File: src/rtl/ps2_pkg.sv
// ---------------------------------------------------------------------------
// ps2_pkg
// Shared definitions for the PS/2 keyboard receive path: frame constants,
// well-known scan-code prefixes, the receiver FSM state type and the
// odd-parity check used to validate a completed frame.
// ---------------------------------------------------------------------------
package ps2_pkg;

  localparam int         PS2_FRAME_BITS = 11;
  localparam logic [7:0] PS2_BREAK      = 8'hF0;
  localparam logic [7:0] PS2_EXT        = 8'hE0;

  typedef enum logic [1:0] {
    IDLE,
    SHIFT,
    CHECK
  } ps2_state_t;

  // PS/2 uses odd parity: the eight data bits plus the parity bit must
  // hold an odd number of ones.
  function automatic logic ps2_odd_parity_ok(input logic [7:0] code,
                                             input logic       parity);
    return ^{code, parity};
  endfunction

endpackage

File: src/rtl/ps2_fifo.sv
// ---------------------------------------------------------------------------
// ps2_fifo
// Generic first-word-fall-through synchronous FIFO. The head entry is
// always visible on o_rd_data while o_empty is low. A write presented while
// full is still accepted when a read is accepted on the same edge, so the
// occupancy stays at DEPTH instead of losing the new word.
//
// Ports:
//   i_clk      clock
//   i_rst      asynchronous active-high reset, empties the FIFO
//   i_wr_en    push request
//   i_wr_data  word to push
//   i_rd_en    pop request, ignored while empty
//   o_rd_data  head entry (zero while empty)
//   o_empty    no entries stored
//   o_full     DEPTH entries stored
// ---------------------------------------------------------------------------
module ps2_fifo #(
  parameter int WIDTH = 8,
  parameter int DEPTH = 8
) (
  input  logic             i_clk,
  input  logic             i_rst,
  input  logic             i_wr_en,
  input  logic [WIDTH-1:0] i_wr_data,
  input  logic             i_rd_en,
  output logic [WIDTH-1:0] o_rd_data,
  output logic             o_empty,
  output logic             o_full
);

  localparam int AW = $clog2(DEPTH);

  logic [WIDTH-1:0] r_mem [DEPTH];
  logic [AW:0]      r_wptr;
  logic [AW:0]      r_rptr;
  logic             w_rd;
  logic             w_wr;

  // Pointers carry one extra wrap bit so full and empty are distinguishable.
  assign o_empty = (r_wptr == r_rptr);
  assign o_full  = (r_wptr[AW] != r_rptr[AW]) &&
                   (r_wptr[AW-1:0] == r_rptr[AW-1:0]);

  assign w_rd = i_rd_en && !o_empty;
  assign w_wr = i_wr_en && (!o_full || w_rd);

  // Gate the head so a drained FIFO presents zero rather than stale data.
  assign o_rd_data = o_empty ? '0 : r_mem[r_rptr[AW-1:0]];

  always_ff @(posedge i_clk or posedge i_rst) begin
    if (i_rst) begin
      r_wptr <= '0;
      r_rptr <= '0;
    end else begin
      if (w_wr) r_wptr <= r_wptr + 1'b1;
      if (w_rd) r_rptr <= r_rptr + 1'b1;
    end
  end

  // When full with a simultaneous pop, the write slot is the slot being
  // vacated; the old head has already been presented combinationally.
  always_ff @(posedge i_clk) begin
    if (w_wr) r_mem[r_wptr[AW-1:0]] <= i_wr_data;
  end

endmodule

File: src/rtl/ps2_kbd_rx.sv
// ---------------------------------------------------------------------------
// ps2_kbd_rx
// PS/2 keyboard frame receiver. Synchronises the raw PS/2 clock and data
// pins, deserialises 11-bit device-to-host frames on falling edges of the
// PS/2 clock, validates start/parity/stop and queues good scan codes in a
// FWFT FIFO for the downstream decoder.
//
// Ports:
//   i_clk        system clock
//   i_rst        asynchronous active-high reset
//   i_ps2_clk    raw PS/2 clock pin (asynchronous)
//   i_ps2_data   raw PS/2 data pin (asynchronous)
//   i_rd_en      pop strobe for the scan-code FIFO
//   o_data       scan code at the FIFO head, meaningful while o_valid
//   o_valid      FIFO not empty
//   o_overflow   sticky: a good frame was dropped on a full FIFO
//   o_frame_err  one-cycle pulse when a completed frame is malformed
//   o_busy       a frame is partially received
// ---------------------------------------------------------------------------
module ps2_kbd_rx
  import ps2_pkg::*;
#(
  parameter int FIFO_DEPTH  = 8,
  parameter int SYNC_STAGES = 3,
  parameter int TIMEOUT_CYC = 50000
) (
  input  logic       i_clk,
  input  logic       i_rst,
  input  logic       i_ps2_clk,
  input  logic       i_ps2_data,
  input  logic       i_rd_en,
  output logic [7:0] o_data,
  output logic       o_valid,
  output logic       o_overflow,
  output logic       o_frame_err,
  output logic       o_busy
);

  localparam int            TW    = $clog2(TIMEOUT_CYC);
  localparam logic [TW-1:0] TLAST = TW'(TIMEOUT_CYC - 1);

  logic [SYNC_STAGES-1:0] r_clk_sync;
  logic [SYNC_STAGES-1:0] r_dat_sync;

  ps2_state_t    r_state;
  logic [3:0]    r_bitcnt;
  logic          r_start;
  logic [9:0]    r_shift;
  logic [TW-1:0] r_tcnt;
  logic          r_frame_err;
  logic          r_overflow;

  logic          w_fe;
  logic          w_sample;
  logic          w_frame_ok;
  logic          w_good;
  logic          w_empty;
  logic          w_full;
  logic          w_pop;
  logic          w_drop;

  // Both pins idle high, so the synchronisers reset to 1 to avoid a false
  // falling edge right after reset.
  always_ff @(posedge i_clk or posedge i_rst) begin
    if (i_rst) begin
      r_clk_sync <= '1;
      r_dat_sync <= '1;
    end else begin
      r_clk_sync <= {r_clk_sync[SYNC_STAGES-2:0], i_ps2_clk};
      r_dat_sync <= {r_dat_sync[SYNC_STAGES-2:0], i_ps2_data};
    end
  end

  assign w_fe     = r_clk_sync[SYNC_STAGES-1] & ~r_clk_sync[SYNC_STAGES-2];
  assign w_sample = r_dat_sync[SYNC_STAGES-1];

  // After the stop bit, r_shift holds {stop, parity, data[7:0]}.
  assign w_frame_ok = !r_start && r_shift[9] &&
                      ps2_odd_parity_ok(r_shift[7:0], r_shift[8]);
  assign w_good     = (r_state == CHECK) && w_frame_ok;

  // A full FIFO is never empty, so any read strobe frees a slot.
  assign w_pop  = i_rd_en && !w_empty;
  assign w_drop = w_good && w_full && !i_rd_en;

  always_ff @(posedge i_clk or posedge i_rst) begin
    if (i_rst) begin
      r_state     <= IDLE;
      r_bitcnt    <= '0;
      r_start     <= 1'b0;
      r_shift     <= '0;
      r_tcnt      <= '0;
      r_frame_err <= 1'b0;
      r_overflow  <= 1'b0;
    end else begin
      r_frame_err <= 1'b0;

      if (w_pop)       r_overflow <= 1'b0;
      else if (w_drop) r_overflow <= 1'b1;

      case (r_state)
        IDLE: begin
          r_tcnt <= '0;
          if (w_fe) begin
            r_start  <= w_sample;
            r_bitcnt <= 4'd1;
            r_state  <= SHIFT;
          end
        end
        SHIFT: begin
          if (w_fe) begin
            r_tcnt   <= '0;
            r_shift  <= {w_sample, r_shift[9:1]};
            r_bitcnt <= r_bitcnt + 1'b1;
            if (r_bitcnt == 4'(PS2_FRAME_BITS - 1)) r_state <= CHECK;
          end else if (r_tcnt == TLAST) begin
            // The keyboard stalled mid-frame; drop it silently.
            r_tcnt  <= '0;
            r_state <= IDLE;
          end else begin
            r_tcnt <= r_tcnt + 1'b1;
          end
        end
        CHECK: begin
          r_frame_err <= !w_frame_ok;
          r_state     <= IDLE;
        end
        default: r_state <= IDLE;
      endcase
    end
  end

  ps2_fifo #(
    .WIDTH (8),
    .DEPTH (FIFO_DEPTH)
  ) u_fifo (
    .i_clk     (i_clk),
    .i_rst     (i_rst),
    .i_wr_en   (w_good),
    .i_wr_data (r_shift[7:0]),
    .i_rd_en   (i_rd_en),
    .o_rd_data (o_data),
    .o_empty   (w_empty),
    .o_full    (w_full)
  );

  assign o_valid     = !w_empty;
  assign o_overflow  = r_overflow;
  assign o_frame_err = r_frame_err;
  assign o_busy      = (r_state != IDLE);

endmodule

File: config.mk
export PLATFORM = sky130hd
export DESIGN_NAME = ps2_kbd_rx
export DESIGN_NICKNAME = d
export VERILOG_FILES = /design/src/rtl/ps2_pkg.sv /design/src/rtl/ps2_fifo.sv /design/src/rtl/ps2_kbd_rx.sv
export SDC_FILE = /design/constraint.sdc
export NUM_CORES = 1
export LEC_CHECK = 0
export BUFFER_PORTS_ARGS = -buffer_cell sky130_fd_sc_hd__buf_2
export CAP_MARGIN = 20
export CORE_ASPECT_RATIO = 1.25
export CORE_MARGIN = 4
export CORE_UTILIZATION = 55
export DETAILED_ROUTE_END_ITERATION = 12
export MAX_ROUTING_LAYER = met4
export PLACE_DENSITY = 0.83
export SLEW_MARGIN = 0
export SYNTH_ARGS = -nofsm -noshare
export SYNTH_HDL_FRONTEND = slang
export SYNTH_SLANG_ARGS = --single-unit
File: constraint.sdc
create_clock -name i_clk -period 9.05 [get_ports i_clk]
set_clock_uncertainty 0.15 [all_clocks]
set_input_delay 0.905 -clock i_clk [delete_from_list [all_inputs] [get_ports i_clk]]
set_output_delay 0.905 -clock i_clk [all_outputs]
set_load 0.02 [all_outputs]
* Yosys cells after proc, flatten, opt, wreduce, memory -nomap -nowiden *
Memories as Yosys holds them, arrays and structs flattened.
Index checks and enable logic that the tools add are counted.
Widths: inputs -> output; s select.

cells by class
  add/subtract/negate cells = 4
  equality and inequality tests = 11
  multiplexer cells = 17
  bitwise operators = 2
  reductions and logical operators = 23

operators with widths
  operator               count
  $mux 16                2
  $pmux 16 s2            1
  $add 16x1->16 const B  1
  $eq 16x16->1 const B   1
  $add 4x1->4 const B    3
  $reduce_xor 9->1       1
  $logic_and 1x1->1      8
  $mux 2                 4
  $mux 4                 2
  $mux 8                 1
  $pmux 4 s2             1
  $ne 3x3->1 const B     2
  $reduce_and 3->1       2
  $reduce_bool 2->1      3
  $logic_not 1->1        5
  $mux 1                 5
  $eq 4x4->1             1
  $eq 4x4->1 const B     1
  $ne 2x2->1 const B     2
  $pmux 2 s2             1
  $reduce_and 2->1       2
  $eq 3x3->1             1
  $eq 2x1->1 const B     1
  $eq 2x2->1 const B     1
  5 further kinds        5

storage, ports and cells
  flip-flop bits (word level) = 49
  bits in writable memories = 64
  input bits = 5
  output and inout port bits = 12
  memories kept = 1

memories
  memory        words  bits a word  read ports  clocked after memory_dff  write ports  RTL line        text
  u_fifo.r_mem  8      8            1           0                         1            ps2_fifo.sv:34  logic [WIDTH-1:0] r_mem [DEPTH];

* Depth between registers and ports, before layout *
  depth in word-level cells = 8
  depth in mapped cells = 9
  mapped depth without buffers = 7

* Hierarchy *
From an unflattened synthesis, not the netlist that was laid out.

second synthesis, totals
  cells, all modules = 339
  area, all modules = 5037.3 um^2

modules (own cells, without submodules)
  module      times used  cells an instance  area an instance (um^2)  sequential area each (um^2)
  ps2_fifo    1           159                3071.7                   2122.0
  ps2_kbd_rx  1           180                1965.6                   1033.5

* Least setup slack after synthesis *
OpenSTA, ideal clock, no wires.

  path type = reg-to-reg
  from = register r_shift[2]
  to = memory u_fifo.r_mem[1][0], enable pin
  setup time = 0.398 ns
  data arrival time = 2.432 ns
  data required time = 8.502 ns
  setup slack = 6.070 ns
  stages on the path, launching flop included = 6
  path buffers = 0
  clock period less this slack = 2.980 ns
  cells stage by stage = dfrtp_1 > xnor2_1 > xnor3_1 > xnor2_2 > nand3_4 > nor4b_1

between the ends
  word-level cells in the longest chain between the ends = 6

RTL lines
  what                          RTL line           text
  start, declared               ps2_kbd_rx.sv:48   logic [9:0] r_shift;
  start signal, assigned        ps2_kbd_rx.sv:113  r_shift <= {w_sample, r_shift[9:1]};
  $reduce_xor 9->1              ps2_pkg.sv:23      return ^{code, parity};
  $logic_and 1x1->1             ps2_kbd_rx.sv:78   assign w_frame_ok = !r_start && r_shift[9] &&
  $logic_and 1x1->1             ps2_kbd_rx.sv:80   assign w_good = (r_state == CHECK) && w_frame_ok;
  $logic_and 1x1->1             ps2_fifo.sv:46     assign w_wr = i_wr_en && (!o_full || w_rd);
  $mux 1                        ps2_fifo.sv:64     if (w_wr) r_mem[r_wptr[AW-1:0]] <= i_wr_data;
  $mux 1 (implied by the code)  ps2_fifo.sv:64
  end, declared                 ps2_fifo.sv:34

No other way between the ends.

* Final worst setup path *
  from = register u_fifo.r_rptr[1]
  to = output port o_valid

between the ends
  word-level cells in the longest chain between the ends = 2

RTL lines
  what                    RTL line           text
  start, declared         ps2_fifo.sv:36     logic [AW:0] r_rptr;
  start signal, assigned  ps2_fifo.sv:57     if (w_rd) r_rptr <= r_rptr + 1'b1;
  $eq 4x4->1              ps2_fifo.sv:41     assign o_empty = (r_wptr == r_rptr);
  $logic_not 1->1         ps2_kbd_rx.sv:147  assign o_valid = !w_empty;
  end, declared           ps2_kbd_rx.sv:33   output logic o_valid,

No other way between the ends.

==> flow_metrics.env <==
export IMPL_status="completed"
export IMPL_critPathCaptureType="output pin"
export IMPL_largest_net_degree_at_the_start_of_global_routing=50
export IMPL_static_leakage_power_nw=2.23
export IMPL_timing_worst_setup_path_type="flop to output pin"
export IMPL_fillCellCount=591
export IMPL_fraction_of_layout_instances_using_a_drive_strength_above_1_pct=26.9
export IMPL_worstPathRequired_ps=8000
export IMPL_r2r_setup_slack_ps=6170
export IMPL_ios=17
export IMPL_row_count=38
export IMPL_cts_root_buf="clkbuf_8"
export IMPL_vdd_ir_drop_max_mv=0.157
export IMPL_cts_repair_resize_count=0
export IMPL_antenna_cells_inserted=0
export IMPL_synthesis_instances=328
export IMPL_tritoncts_num_sinks=113
export IMPL_detail_route_first_pass_iterations=4
export IMPL_netlist_area_um2=4890
export IMPL_rsz0062_at_grt="no"
export IMPL_ys_types=50
export IMPL_avgViaCountPerCell=5.61
export IMPL_numCtsBuffers=17
export IMPL_coreArea_um2=8700
export IMPL_cts_hold_buffers_added=0
export IMPL_yosys_warnings=0
export IMPL_arrival_ps=2730
export IMPL_cts_path_max_buffers=2
export IMPL_areaGrowthSynthToFinish_pct=16.9
export IMPL_finalHoldViolations=0
export IMPL_grt_usage_pct=18.3
export IMPL_drc=0
export IMPL_sum_neg_setup_slack_ps=0
export IMPL_syn_area_per_cell_um2=14.9
export IMPL_timing_max_slew_rel_slack_pct=43.4
export IMPL_clk_latency_worst_skew_pair_ps=520
export IMPL_worst_r2r_cell_count=6
export IMPL_place_inst=453
export IMPL_final_net_count=365
export IMPL_min_path_type="input port to asynchronous set/reset pin"
export IMPL_synthDominantAreaCellType="edfxtp_1"
export IMPL_dieHeight_um=113
export IMPL_drt_first_iter_violations=270
export IMPL_cap_violations=0
export IMPL_ys_ff_latch=113
export IMPL_finalSetupViolCount=0
export IMPL_clk_pin_slew_worst_paths_ps=50
export IMPL_worst_slew_pin_transition_ps=849
export IMPL_antenna_found_initial=0
export IMPL_synth_top_area_share_pct=39.3
export IMPL_detailroute_via_count=2740
export IMPL_final_max_slew_violation_count=0
export IMPL_pwrdens_nw_per_um2=313
export IMPL_tritoncts="built"
export IMPL_fin_crit_ps=3790
export IMPL_first_global_vias=2762
export IMPL_start_util_pct=56.2
export IMPL_h_tree_depth=4
export IMPL_crit_path_max_fanout=20
export IMPL_final_hold_worst_slack_ps=142
export IMPL_timing_fmax_mhz=264
export IMPL_place_port_buffers=16
export IMPL_area_of_the_multi_input_gates_um2=1610
export IMPL_antenna_violating_nets_post_route=0
export IMPL_gp_congestion=0.800
export IMPL_die_w_um=92.4
export IMPL_floorplan_die_area_um2=10500
export IMPL_avgRoutedWirePerCell_um=17.2
export IMPL_cts_repair_timing_setup_buffer_count=0
export IMPL_grt_overflow_total=0
export IMPL_yosys_top_cells_area="edfxtp_1 (39%), dfrtp_1 (22%), mux4_2 (7.4%)"
export IMPL_drt_wl_total_um=8380
export IMPL_layout_cells_non_filler=488
export IMPL_final_seq_area_um2=3160
export IMPL_final_critical_path_share_of_the_clock_period_pct=41.8
export IMPL_worstSetupStartpointType="flop"
export IMPL_seq_area_frac_synth_pct=64.5
export IMPL_detailedPlacementHpwl_um=5270
export IMPL_layout_commonest_cell="edfxtp_1"
export IMPL_grt_first_pass_wirelength_um=13900
export IMPL_syn_num_nets=338
export IMPL_top_library_cells_by_usage_in_the_layout_fill_and_taps_aside="edfxtp_1 (64), dfrtp_1 (43), nor2_1 (17), nand2_1 (17)"
-- routing by layer --
layer | routed length, um | vias up | track usage, %
met3 | 316 | 13 | 5.74
met5 | 0 | - | -
li1 | - | 1286 | -
met4 | 163 | 0 | 9.51
met1 | 3420 | 1374 | 20.6
met2 | 4480 | 67 | 29.3
-- kinds of logic (layout without fill, tap and decap cells) --
group                      after synthesis  in the layout  synth area share, %
AOI/OAI and AO/OA                       32             32                 4.35
buffers and inverters                   26             66                 2.56
adders and majority gates                5              5                 1.28
xor gates and xnor gates                22             22                 4.37
muxes                                   38             38                 12.2
and+or+nand+nor                         92             92                 10.8
DFF                                    113            113                 64.5
-- flip-flops by register name (all words and copies together) (netlist names), 3 cells and up --
signal	cells
r_bitcnt	4
r_clk_sync	3
r_dat_sync	3
r_shift	10
r_tcnt	16
u_fifo.r_mem	64
u_fifo.r_rptr	4
u_fifo.r_wptr	4
-- final timing paths --
kind	from	endpoint
min	i_rst	r_tcnt[8]
min in group i_clk	r_dat_sync[1]	r_dat_sync[2]
max reg2reg	u_fifo.r_rptr[1]	u_fifo.r_rptr[1]
max	u_fifo.r_rptr[1]	o_valid
max in group asynchronous	i_rst	r_dat_sync[1]
min reg2reg	r_dat_sync[1]	r_dat_sync[2]
-- critical path, stage by stage, from the launching register on --
cell,delay (ps)
dfrtp_1,890
xnor2_1,200
nand3_1,140
nor2b_1,620
inv_1,160
buf_2,210
-- cell usage after synthesis, drive strengths merged --
master and instances:
buf 8, and4 1, nand3 10, mux4 16, o21ai 13, or2 4
nor4 7, or4b 1, nand4 5, mux2i 9, mux2 13, a32o 1
inv 9, or2b 1, and4b 2, nor2b 5, xnor2 16, nor2 17
o31a 1, xnor3 1, o21bai 2, clkbuf 9, ha 5, or3 1
edfxtp 64, nand3b 2, nor3 8, nor4b 2, xor2 5, a22o 4
dfrtp 43, nand2 17, a21oi 3, or4 1, dfstp 6, and3 3
nand2b 1, a2bb2oi 1, and2 4, a21o 6, o32ai 1
-- stage by stage --
| step | instance area (um^2) | power (W) | worst slack [ps] | utilization (%) |
|---|---|---|---|---|
| floorplan | 4890 | 0.00103 | 6070 | - |
| global placement | 5080 | 0.00111 | 5550 | 58.4 |
| detailed placement | 5080 | 0.00113 | 5460 | 58.4 |
| CTS | 5670 | 0.00179 | 4910 | 65.1 |
| global route | 5720 | 0.00188 | 4970 | 65.7 |
| finish | 5720 | 0.00179 | 5260 | 65.7 |
-- area by class of cell --
type / count / area share [%]
Clock buffer: 18 / 7.31
Clock inverter: 14 / 2.97
Inverter: 9 / 0.591
Multi-Input combinational cell: 189 / 28.2
Sequential cell: 113 / 55.2
Tap cell: 120 / 2.62
Timing Repair Buffer: 25 / 3.15
-- power by group --
part           internal (W)  switching, W  total (W)
sequential         0.000619     0.0000994   0.000718
combinational      0.000218      0.000200   0.000418
clock              0.000440      0.000217   0.000656
(Power assumes the default switching activity.)
